`src/rtl/weight_result_collector.sv`:
```
// Drain-end collector: captures {valid, result} from the last systolic cell, requantizes to unsigned
// OUTPUT_WIDTH, and streams it out through a FWFT FIFO. Optional rounding via `define RESULT_ROUND_EN.
module weight_result_collector #(
  parameter int RESULT_WIDTH  = 16,
  parameter int OUTPUT_WIDTH  = 8,
  parameter int CELL_AMOUNT   = 4,
  parameter int FIFO_DEPTH    = 8,
  parameter int SHIFT         = 8,
  parameter int OUTPUT_OFFSET = 0
) (
  input  logic                          clk,
  input  logic                          rst_n,
  input  logic [RESULT_WIDTH:0]         input_result,
  output logic [OUTPUT_WIDTH-1:0]       out_data,
  output logic                          out_valid,
  input  logic                          out_ready,
  output logic                          out_last,
  output logic [$clog2(FIFO_DEPTH):0]   fifo_count,
  output logic                          overflow,
  input  logic                          overflow_clear
);

  localparam int XW = RESULT_WIDTH + 2;
  localparam int AW = $clog2(FIFO_DEPTH);
  localparam int CW = AW + 1;
  localparam int GW = (CELL_AMOUNT > 1) ? $clog2(CELL_AMOUNT) : 1;
  localparam int EW = OUTPUT_WIDTH + 1;

  localparam logic [GW-1:0]        GRP_LAST = GW'(CELL_AMOUNT - 1);
  localparam logic [CW-1:0]        FULL_CNT = CW'(FIFO_DEPTH);
  localparam logic signed [XW-1:0] OFFSET_X = XW'(OUTPUT_OFFSET);
  localparam logic signed [XW-1:0] MAX_X    = XW'((2 ** OUTPUT_WIDTH) - 1);
`ifdef RESULT_ROUND_EN
  localparam int                   RSH       = (SHIFT > 0) ? SHIFT - 1 : 0;
  localparam logic signed [XW-1:0] ROUND_ADD = (SHIFT > 0) ? XW'(1) << RSH : '0;
`endif

  // Capture stage
  logic                    cap_valid_q, cap_valid_d;
  logic [RESULT_WIDTH-1:0] cap_result_q, cap_result_d;
  logic                    cap_last_q, cap_last_d;
  logic [GW-1:0]           grp_q, grp_d;

  // FIFO state
  logic [EW-1:0] mem_q [FIFO_DEPTH];
  logic [AW-1:0] wr_ptr_q, wr_ptr_d;
  logic [AW-1:0] rd_ptr_q, rd_ptr_d;
  logic [CW-1:0] count_q, count_d;
  logic          ovf_q, ovf_d;

  logic signed [XW-1:0]    ext, rounded, shifted, offs;
  logic [OUTPUT_WIDTH-1:0] sat;
  logic                    pop, full, push, drop;

  always_comb begin
    cap_valid_d  = input_result[RESULT_WIDTH];
    cap_result_d = cap_result_q;
    cap_last_d   = cap_last_q;
    grp_d        = grp_q;
    if (input_result[RESULT_WIDTH]) begin
      cap_result_d = input_result[RESULT_WIDTH-1:0];
      cap_last_d   = (grp_q == GRP_LAST);
      grp_d        = (grp_q == GRP_LAST) ? '0 : grp_q + GW'(1);
    end
  end

  // Two guard bits keep the optional rounding add and the offset add from wrapping.
  always_comb begin
    ext = {{2{cap_result_q[RESULT_WIDTH-1]}}, cap_result_q};
`ifdef RESULT_ROUND_EN
    rounded = ext + ROUND_ADD;
`else
    rounded = ext;
`endif
    shifted = rounded >>> SHIFT;
    offs    = shifted + OFFSET_X;
    if (offs[XW-1]) begin
      sat = '0;
    end else if (offs > MAX_X) begin
      sat = MAX_X[OUTPUT_WIDTH-1:0];
    end else begin
      sat = offs[OUTPUT_WIDTH-1:0];
    end
  end

  // Stream handshake: a beat transfers on a rising edge where out_valid && out_ready;
  // out_valid never depends on out_ready, and out_ready is ignored while out_valid is low.
  always_comb begin
    pop  = (count_q != '0) && out_ready;
    full = (count_q == FULL_CNT);
    push = cap_valid_q && (!full || pop);
    drop = cap_valid_q && full && !pop;

    wr_ptr_d = push ? wr_ptr_q + AW'(1) : wr_ptr_q;
    rd_ptr_d = pop  ? rd_ptr_q + AW'(1) : rd_ptr_q;

    count_d = count_q;
    case ({push, pop})
      2'b10:   count_d = count_q + CW'(1);
      2'b01:   count_d = count_q - CW'(1);
      default: count_d = count_q;
    endcase

    // A drop in the same cycle as a clear keeps the flag set.
    ovf_d = ovf_q;
    if (overflow_clear) ovf_d = 1'b0;
    if (drop)           ovf_d = 1'b1;
  end

  always_ff @(posedge clk) begin
    if (!rst_n) begin
      cap_valid_q  <= 1'b0;
      cap_result_q <= '0;
      cap_last_q   <= 1'b0;
      grp_q        <= '0;
      wr_ptr_q     <= '0;
      rd_ptr_q     <= '0;
      count_q      <= '0;
      ovf_q        <= 1'b0;
    end else begin
      cap_valid_q  <= cap_valid_d;
      cap_result_q <= cap_result_d;
      cap_last_q   <= cap_last_d;
      grp_q        <= grp_d;
      wr_ptr_q     <= wr_ptr_d;
      rd_ptr_q     <= rd_ptr_d;
      count_q      <= count_d;
      ovf_q        <= ovf_d;
    end
  end

  // Storage needs no reset: the head is masked whenever the FIFO is empty.
  always_ff @(posedge clk) begin
    if (push) mem_q[wr_ptr_q] <= {cap_last_q, sat};
  end

  always_comb begin
    out_valid  = (count_q != '0);
    out_data   = out_valid ? mem_q[rd_ptr_q][OUTPUT_WIDTH-1:0] : '0;
    out_last   = out_valid ? mem_q[rd_ptr_q][OUTPUT_WIDTH] : 1'b0;
    fifo_count = count_q;
    overflow   = ovf_q;
  end

endmodule

```
`config.mk`:
```
export PLATFORM = sky130hd
export DESIGN_NAME = weight_result_collector
export DESIGN_NICKNAME = d
export VERILOG_FILES = /design/src/rtl/weight_result_collector.sv
export SDC_FILE = /design/constraint.sdc
export NUM_CORES = 1
export LEC_CHECK = 0
export BUFFER_PORTS_ARGS = -buffer_cell sky130_fd_sc_hd__clkbuf_2
export CORE_UTILIZATION = 53
export CTS_CLUSTER_DIAMETER = 50
export DETAILED_ROUTE_END_ITERATION = 12
export GPL_ROUTABILITY_DRIVEN = 0
export GPL_TIMING_DRIVEN = 0
export MAX_ROUTING_LAYER = met4
export PLACE_DENSITY = 0.8
export SLEW_MARGIN = 20
export SYNTH_ARGS = -nofsm -noshare
export SYNTH_HDL_FRONTEND = slang
export SYNTH_SLANG_ARGS = --single-unit
export TNS_END_PERCENT = 20
```
`constraint.sdc`:
```
create_clock -name clk -period 2.08 [get_ports clk]
set_input_delay 0.312 -clock clk [delete_from_list [all_inputs] [get_ports clk]]
set_output_delay 0.312 -clock clk [all_outputs]
set_load 0.01 [all_outputs]
```
**Yosys cells after proc, flatten, opt, wreduce, memory -nomap -nowiden**

Memory sizes are Yosys's and may differ from the RTL's. A register that Yosys moved wholly into a read port is not among the register bits.
Index checks and enable logic that the tools add are counted.

- $add $sub $neg: 5
- $lt $le $gt $ge: 1
- Equality and inequality tests: 4
- Multiplexer cells: 12
- Reductions and logical operators: 10

Operators by type and width:

| kind | count |
|---|---|
| $mux 8 | 3 |
| $gt 8x9->1 const B | 1 |
| $pmux 4 s2 | 1 |
| $add 3x1->3 const B | 2 |
| $mux 3 | 2 |
| $mux 1 | 5 |
| $add 4x1->4 const B | 1 |
| $eq 2x2->1 const B | 2 |
| $eq 4x4->1 const B | 1 |
| $logic_and 1x1->1 | 4 |
| $reduce_bool 2->1 | 2 |
| $reduce_bool 4->1 | 1 |
| $sub 4x1->4 const B | 1 |
| $add 2x1->2 const B | 1 |
| $eq 2x1->1 const B | 1 |
| $logic_not 1->1 | 2 |
| $mux 2 | 1 |
| $logic_or 1x1->1 | 1 |

- Flip-flop bits (word level): 31
- Memory bits (writable): 72
- Bits of input ports: 21
- Output and inout port bits: 15
- Logic and storage cells: 41
- Memories: 1

Memories:

| name | depth | width | rd ports | clocked after memory_dff | write ports | RTL line | text |
|---|---|---|---|---|---|---|---|
| mem_q | 8 | 9 | 1 | 1 | 1 | 45 | `logic [EW-1:0] mem_q [FIFO_DEPTH];` |

**Longest topological paths before layout**

Gate-level depths: netlist of run 1.

- Word-level depth: 6
- Depth in mapped cells: 8
- Mapped depth without buffers: 7

**Worst setup path after synthesis of run 1**

No wires, ideal clock.

- Kind: register -> register
- Start: register count_q[2] (netlist: fifo_count[2])
- End: memory mem_q[0][0] (netlist bit), enable pin
- Setup time: 0.399 ns
- Arrival: 1.787 ns
- Required time: 1.681 ns
- Path slack: -0.106 ns
- Stages on the path, launching flop included: 5
- Path buffers: 1
- Cell sequence: dfxtp_1 buf_2 or3_4 o21ai_4 nor4_1

- Cells in the longest elaborated chain, start to end: 6
- Elaborated cells on any way between the ends: 8

Ends and longest elaborated chain:

| element | RTL line | text |
|---|---|---|
| from (decl) | 48 | `logic [CW-1:0] count_q, count_d;` |
| from (signal assigned) | 127 | `count_q <= count_d;` |
| $eq 4x4->1 / $reduce_bool 4->1 (equally long branches) | 90, 89 |  |
| $logic_not 1->1 / $logic_and 1x1->1 (equally long branches) | 91, 89 |  |
| $logic_or 1x1->1 (*) | 91 | `push = cap_valid_q && (!full \|\| pop);` |
| $logic_and 1x1->1 (*) | 91 |  |
| $mux 1 (*) | 134 | `if (push) mem_q[wr_ptr_q] <= {cap_last_q, sat};` |
| $mux 1 (implied by the code) (*) | 134 |  |
| to (decl) | 45 |  |

Every way passes the cells marked *; elsewhere a longest branch is shown, timed or not.

==> metrics.log, run 1 <==
[metrics] library cells used by synthesis: 43
[metrics] part of the Yosys area used for sequential elements: 0.655
[metrics] vertical die dimension: 89.9 um
[metrics] number of global-route vias before repair: 2110
[metrics] num rows: 31
[metrics] most used flip-flop cell after synthesis: edfxtp_1
[metrics] power density normalized to cell area: 1050 nW/um^2
[metrics] Initial Util: 0.556
[metrics] Non-Filler Cell Area, Final: 4690 um^2
[metrics] mean instance size in the synthesized netlist: 16.1 um^2
[metrics] Async S/R FF share, synth: 0
[metrics] Sink Count: 98
[metrics] Hold Path Stages: 3
[metrics] drt total wl: 6760 um
[metrics] Min Clock Period, post-route: 2.15 ns
[metrics] least setup slack across all paths after layout: -0.0661 ns
[metrics] Post-Syn Area: 4100 um^2
[metrics] DIE WIDTH: 89.9 um
[metrics] Arrival @ worst endpoint: 1.83 ns
[metrics] number of I/O pins: 36
[metrics] combinational power share: 0.316
[metrics] Max clock buf depth: 2
[metrics] largest net degree at the start of global routing: 19
[metrics] root buf cell: clkbuf_8
[metrics] count of flip-flops with a built-in enable after synthesis: 72
[metrics] detailed router's first-iteration violation count: 152
[metrics] DRC violation count after routing: 0
[metrics] unrepaired setup endpoints after global routing: true
[metrics] share of layout cells above drive strength 1: 0.291
[metrics] combined area of the multi-input logic cells: 1380 um^2
[metrics] filler cell count: 544
[metrics] register bit total from synthesis: 98
[metrics] proportion of total power due to net switching: 0.309
[metrics] sequential standard cell area: 2680 um^2
[metrics] max-slew violations: 0
[metrics] synth warn: 0
[metrics] Worst EP required: 1.77 ns
[metrics] initial antenna violation count: 0
[metrics] Worst path slowest cell: mux4_2
[metrics] category of the worst setup path launch point: flop
[metrics] post-synthesis cell count: 255
[metrics] CTS buffer count: 9
[metrics] Max stage delay on crit path: 0.50 ns
[metrics] core region area: 7370 um^2
[metrics] HP Class: input pin to flop
[metrics] DRT Pass-1 Iters: 4
[metrics] start-to-end type of the worst setup path: flop to output port
[metrics] CP Cell Sequence: buf_8 > buf_12 > mux4_2 > mux2i_1 > nor2_1 > buf_2
[metrics] Via-to-Cell Ratio: 5.25
[metrics] Final Hold Vio Count: 0
[metrics] clock power share: 0.228
[metrics] part of the cycle the worst path needs: 1.03
[metrics] Worst Setup End Kind: output port
[metrics] Sw Pwr: 1520 uW
[metrics] top achievable clock speed: 466 MHz
[metrics] internal cell power: 3400 uW
[metrics] Tightest Pin Transition: 0.821 ns
[metrics] Placed Area: 4400 um^2
[metrics] count of input and output buffers: 26
[metrics] H-tree depth: 3
[metrics] sum of internal, switching and leakage power: 4920 uW
[metrics] count of cell instances traversed by the critical path: 6
[metrics] family with the most delay on the worst path: multiplexers
[metrics] maximum clock skew at final layout: 0.0176 ns
[metrics] Fin Setup TNS: -0.267 ns
[metrics] average wire per cell in the routed design: 16.7 um
[metrics] most common cell after layout, fill and taps aside: edfxtp_1
[metrics] relative slew slack: 0.450
[metrics] half-perimeter wire length after placement: 4520 um
[metrics] leakage power of the design: 0.00163 uW
[metrics] total gr overflow: 0
[metrics] most frequent cells in the layout: edfxtp_1 (72), dfxtp_1 (25), clkbuf_2 (24)
[metrics] hold buffer count at cts: 0
[metrics] insertion delay to the later sink of the worst-skew pair: 0.37 ns
[metrics] count of antenna diodes in the layout: 0
[metrics] TritonCTS clock tree: built
[metrics] depth of the worst register-to-register path: 4
[metrics] sequential power share: 0.456
[metrics] failing checks: negative setup slack
[metrics] peak ir drop on the vdd network: 0.539 mV
[metrics] buffering stage count on the worst path with inverters included: 3
[metrics] layout-stage area growth over the synthesis result: 14.4%
[metrics] final setup violating endpoints: 9
[metrics] antenna violation net count after detailed routing: 0
[metrics] clock-pin slew reported for the worst setup and hold paths after clock tree synthesis: 0.10 ns
[metrics] GRT Total Usage: 0.192
[metrics] first-pass GRT wire length: 11000 um
[metrics] via count: 2125
[metrics] # Max-Cap Violations: 0
[metrics] run status: finished, violations left
[metrics] peak fanout along the critical path: 8
[metrics] number of nets in the finished design: 326
[metrics] die footprint: 8080 um^2
-- synthesized netlist by cell type, types with 2 or more instances --
library cell / count / area share
edfxtp_1: 72 / 0.53
dfxtp_1: 26 / 0.13
mux2i_1: 23 / 0.056
nor2b_1: 20 / 0.031
mux4_2: 18 / 0.099
nor2_1: 15 / 0.014
and2_1: 8 / 0.012
buf_2: 5 / 0.0061
nand2_1: 5 / 0.0046
nor3_1: 5 / 0.0061
xnor2_1: 5 / 0.011
clkbuf_1: 4 / 0.0037
ha_1: 4 / 0.012
nand2b_1: 4 / 0.0061
buf_4: 3 / 0.0055
inv_1: 3 / 0.0027
nand3_1: 3 / 0.0037
xor2_1: 3 / 0.0064
buf_1: 2 / 0.0018
buf_6: 2 / 0.0055
nand3b_1: 2 / 0.0037
o22ai_1: 2 / 0.0031
-- registers in the layout, summed over array words and instances (netlist names), named ones only --
register / flops
fifo_count: 4
rd_ptr_q: 3
wr_ptr_q: 3
grp_q: 2
overflow: 1
cap_result_q: 8
cap_valid_q: 1
cap_last_q: 1
mem_q: 72
-- routing by layer --
metal  GRT usage  wire (um)
met5           -          0
met3      0.0355        254
met1       0.250       3020
met4      0.0941        137
met2       0.294       3350
-- metrics by stage --
stage	util	instances	hold slack, ns	setup WS, ns
after floorplan	-	262	0.467	0.0778
after global placement	0.595	387	0.482	-0.361
after detailed placement	0.597	387	0.500	-0.0781
after CTS	0.634	405	0.202	-0.0858
after global routing	0.636	405	0.200	-0.168
final	0.636	405	0.212	-0.0661
-- layout make-up --
| cell class | instances | area share |
|---|---|---|
| plain buffers | 17 | 0.0278 |
| clock buffers | 9 | 0.0264 |
| clock inverters | 7 | 0.0120 |
| inverters | 4 | 0.00320 |
| multi-input cells | 143 | 0.294 |
| flip-flops and latches | 98 | 0.573 |
| well taps | 99 | 0.0264 |
| repair buffers | 28 | 0.0379 |
-- worst min-delay path: stages --
cell	delay [ns]
clkbuf_2	0.07
mux2i_1	0.06
nor2b_1	0.10
-- worst paths after layout --
path | slack [ns] | end | from
worst min-delay path | 0.21 | cap_result_q[11] | input_result[11]
worst min register to register | 0.51 | flop | rd_ptr_q[1]
worst max register to register | 0.07 | mem_q[5][5] | fifo_count[0]
worst max-delay path | -0.07 | out_data[6] | flop
-- what timing repair did --
item	4_1_cts	5_1_grt
pin swaps	2	2
resized for setup	12	7
setup endpoints to repair	47	45
cloned	1	0
setup buffers	1	0
-- cells by family (layout without fill, tap and decap cells) --
kind of cell / count (synthesis) / after routing / share of synthesized area
AND/OR/NAND/NOR: 69 / 69 / 0.0953
XOR/XNOR: 8 / 8 / 0.0171
AO/OA/AOI/OAI: 13 / 13 / 0.0370
buffers and inverters: 21 / 65 / 0.0275
flip-flops: 98 / 98 / 0.655
other: 1 / 8 / 0.000915
adder cells (fa/ha/maj): 4 / 4 / 0.0122
multiplexers: 41 / 41 / 0.155
-- power by group through the flow --
stage / Combinational, uW / Clock [uW] / Sequential (uW)
2_1_floorplan: 1060 / 0 / 2290
3_3_place_gp: 1410 / 0 / 2270
3_5_place_dp: 1450 / 0 / 2280
4_1_cts: 1580 / 1150 / 2240
5_1_grt: 1700 / 1230 / 2250
6_report: 1560 / 1120 / 2240
Note: power is estimated with default switching activity, not from simulation.
==> inputs of run 2 (changes only) <==
--- a/config.mk
+++ b/config.mk
@@ -13,6 +13,7 @@
 export GPL_TIMING_DRIVEN = 0
 export MAX_ROUTING_LAYER = met4
 export PLACE_DENSITY = 0.8
+export REMOVE_ABC_BUFFERS = 1
 export SLEW_MARGIN = 20
 export SYNTH_ARGS = -nofsm -noshare
 export SYNTH_HDL_FRONTEND = slang
==> constraint.sdc (replaced) <==
create_clock -name clk -period 2.08 [get_ports clk]
set_input_delay 0.208 -clock clk [delete_from_list [all_inputs] [get_ports clk]]
set_output_delay 0.208 -clock clk [all_outputs]
set_load 0.05 [all_outputs]
==> run 2 against run 1 <==
The run now ends clean. Clock power decreased by 4%. Global-route usage shrank 0.50 points. Via count grew 0.28%. Wire length is 0.28% higher. Sequential cell count did not move. Non-clock buffer count decreased by 8. Hold slack got worse by 0.10 ns. Count of clock-buffer cells in the layout grew 1. Core utilization fell by 0.34 points. Largest cell class unchanged. Largest power group unchanged.
==> metrics.log, run 2 (synthesis gave the netlist of run 1 again) <==
[metrics] start-to-end type of the worst setup path: flop to output port
[metrics] number of I/O pins: 36
[metrics] clock-pin slew reported for the worst setup and hold paths after clock tree synthesis: 0.09 ns
[metrics] flip-flop count of the largest register after layout: 72
[metrics] peak ir drop on the vdd network: 0.956 mV
[metrics] CTS buffer count: 9
[metrics] Fin Setup TNS: 0 ns
[metrics] CP Cell Sequence: buf_12 > mux4_2 > mux2i_1 > nor2_1 > buf_2
[metrics] half-perimeter wire length after placement: 4460 um
[metrics] filler cell count: 545
[metrics] Min Clock Period, post-route: 2.02 ns
[metrics] num rows: 31
[metrics] count of antenna diodes in the layout: 0
[metrics] peak fanout along the critical path: 12
[metrics] vertical die dimension: 89.9 um
[metrics] count of input and output buffers: 27
[metrics] Worst Setup End Kind: output port
[metrics] start point of the worst min-delay path: input_result[8]
[metrics] die footprint: 8080 um^2
[metrics] DRC violation count after routing: 0
[metrics] max-slew violations: 0
[metrics] total gr overflow: 0
[metrics] largest net degree at the start of global routing: 29
[metrics] initial antenna violation count: 0
[metrics] via count: 2131
[metrics] maximum clock skew at final layout: 0.00913 ns
[metrics] core region area: 7370 um^2
[metrics] power density normalized to cell area: 1140 nW/um^2
[metrics] Initial Util: 0.556
[metrics] DIE WIDTH: 89.9 um
[metrics] relative slew slack: 0.575
[metrics] buffering stage count on the worst path with inverters included: 2
[metrics] Worst EP required: 1.87 ns
[metrics] unrepaired setup endpoints after global routing: true
[metrics] Max stage delay on crit path: 0.52 ns
[metrics] first-pass GRT wire length: 11000 um
[metrics] part of the cycle the worst path needs: 0.971
[metrics] number of nets in the finished design: 318
[metrics] DRT Pass-1 Iters: 4
[metrics] share of layout cells above drive strength 1: 0.299
[metrics] Max clock buf depth: 2
[metrics] register with the highest flop count: mem_q
[metrics] top achievable clock speed: 495 MHz
[metrics] number of global-route vias before repair: 2186
[metrics] detailed router's first-iteration violation count: 126
[metrics] hold buffer count at cts: 0
[metrics] most frequent cells in the layout: edfxtp_1 (72), dfxtp_1 (23), mux2i_1 (22)
[metrics] Via-to-Cell Ratio: 5.37
[metrics] Sink Count: 98
[metrics] Arrival @ worst endpoint: 1.81 ns
[metrics] Final Hold Vio Count: 0
[metrics] smallest hold slack: 0.109 ns
[metrics] average wire per cell in the routed design: 17.1 um
[metrics] GRT Total Usage: 0.187
[metrics] TritonCTS clock tree: built
[metrics] layout-stage area growth over the synthesis result: 13.8%
[metrics] run status: finished, final reports clean
[metrics] final setup violating endpoints: 0
[metrics] Worst path slowest cell: mux4_2
[metrics] H-tree depth: 3
[metrics] antenna violation net count after detailed routing: 0
[metrics] most common cell after layout, fill and taps aside: edfxtp_1
[metrics] leakage power of the design: 0.00161 uW
[metrics] category of the worst setup path launch point: flop
[metrics] root buf cell: clkbuf_8
[metrics] insertion delay to the later sink of the worst-skew pair: 0.36 ns
[metrics] Tightest Pin Transition: 0.637 ns
[metrics] # Max-Cap Violations: 0
[metrics] drt total wl: 6780 um
[metrics] HP Class: input pin to flop
[metrics] critical register-to-register path startpoint: fifo_count[1]
[metrics] family with the most delay on the worst path: multiplexers
run 2: cell types whose count changed in the layout (fill, tap and decap cells not counted), moves of 2 or more:
cell | before | now
clkinv_2 | 0 | 2
dfxtp_1 | 25 | 23
clkbuf_1 | 4 | 1
nor2_4 | 0 | 3
nor2_2 | 3 | 0
inv_6 | 3 | 1
buf_4 | 2 | 7
dfxtp_4 | 0 | 2
clkbuf_2 | 24 | 19
run 2: final timing paths:
path              cells past startpoint         endpoint  slack, ns
setup / recovery                      5      out_data[2]       0.06
hold / removal                        3  cap_result_q[8]       0.11
setup reg to reg                      5      mem_q[4][5]       0.08
hold reg to reg                       2             flop       0.51
run 2: layer usage:
layer / wire length, um / track usage
met5: 0 / -
met4: 131 / 0.0820
met3: 213 / 0.0279
met2: 3290 / 0.297
met1: 3150 / 0.242
run 2: per-stage QoR:
| step | instances | setup slack, ns | util | instance area [um^2] | power (uW) |
|---|---|---|---|---|---|
| 2_1_floorplan | 245 | -0.474 | - | 4030 | 3720 |
| 3_3_place_gp | 371 | -0.931 | 0.581 | 4280 | 4060 |
| 3_5_place_dp | 376 | -0.358 | 0.591 | 4360 | 4130 |
| 4_1_cts | 395 | -0.0873 | 0.625 | 4600 | 5300 |
| 5_1_grt | 397 | -0.0423 | 0.633 | 4660 | 5580 |
| 6_report | 397 | 0.0611 | 0.633 | 4660 | 5320 |
run 2: power breakdown:
group	total, uW	leakage [uW]	switching [uW]	internal [uW]
sequential	2370	0.000888	181	2190
combinational	1870	0.000643	1150	725
clock	1080	0.0000827	638	437
total	5320	0.00161	1970	3350
run 2: final cells by class:
| type | instances | area [um^2] | share of cell area |
|---|---|---|---|
| clock buffers | 10 | 128 | 0.0274 |
| multi-input cells | 143 | 1400 | 0.301 |
| flip-flops and latches | 98 | 2690 | 0.577 |
| well taps | 99 | 124 | 0.0266 |
| inverters | 4 | 15.0 | 0.00322 |
| repair buffers | 37 | 258 | 0.0553 |
| clock inverters | 6 | 42.5 | 0.00913 |
run 2: worst min-delay path: stages:
cell and delay, ns:
clkbuf_2 0.07, mux2i_1 0.06, nor2b_1 0.09
run 2: what timing repair did:
action,in CTS,in global routing
endpoints found under the setup margin,50,49
gates resized for setup,10,20
buffers inserted,3,2
pin swaps,1,1
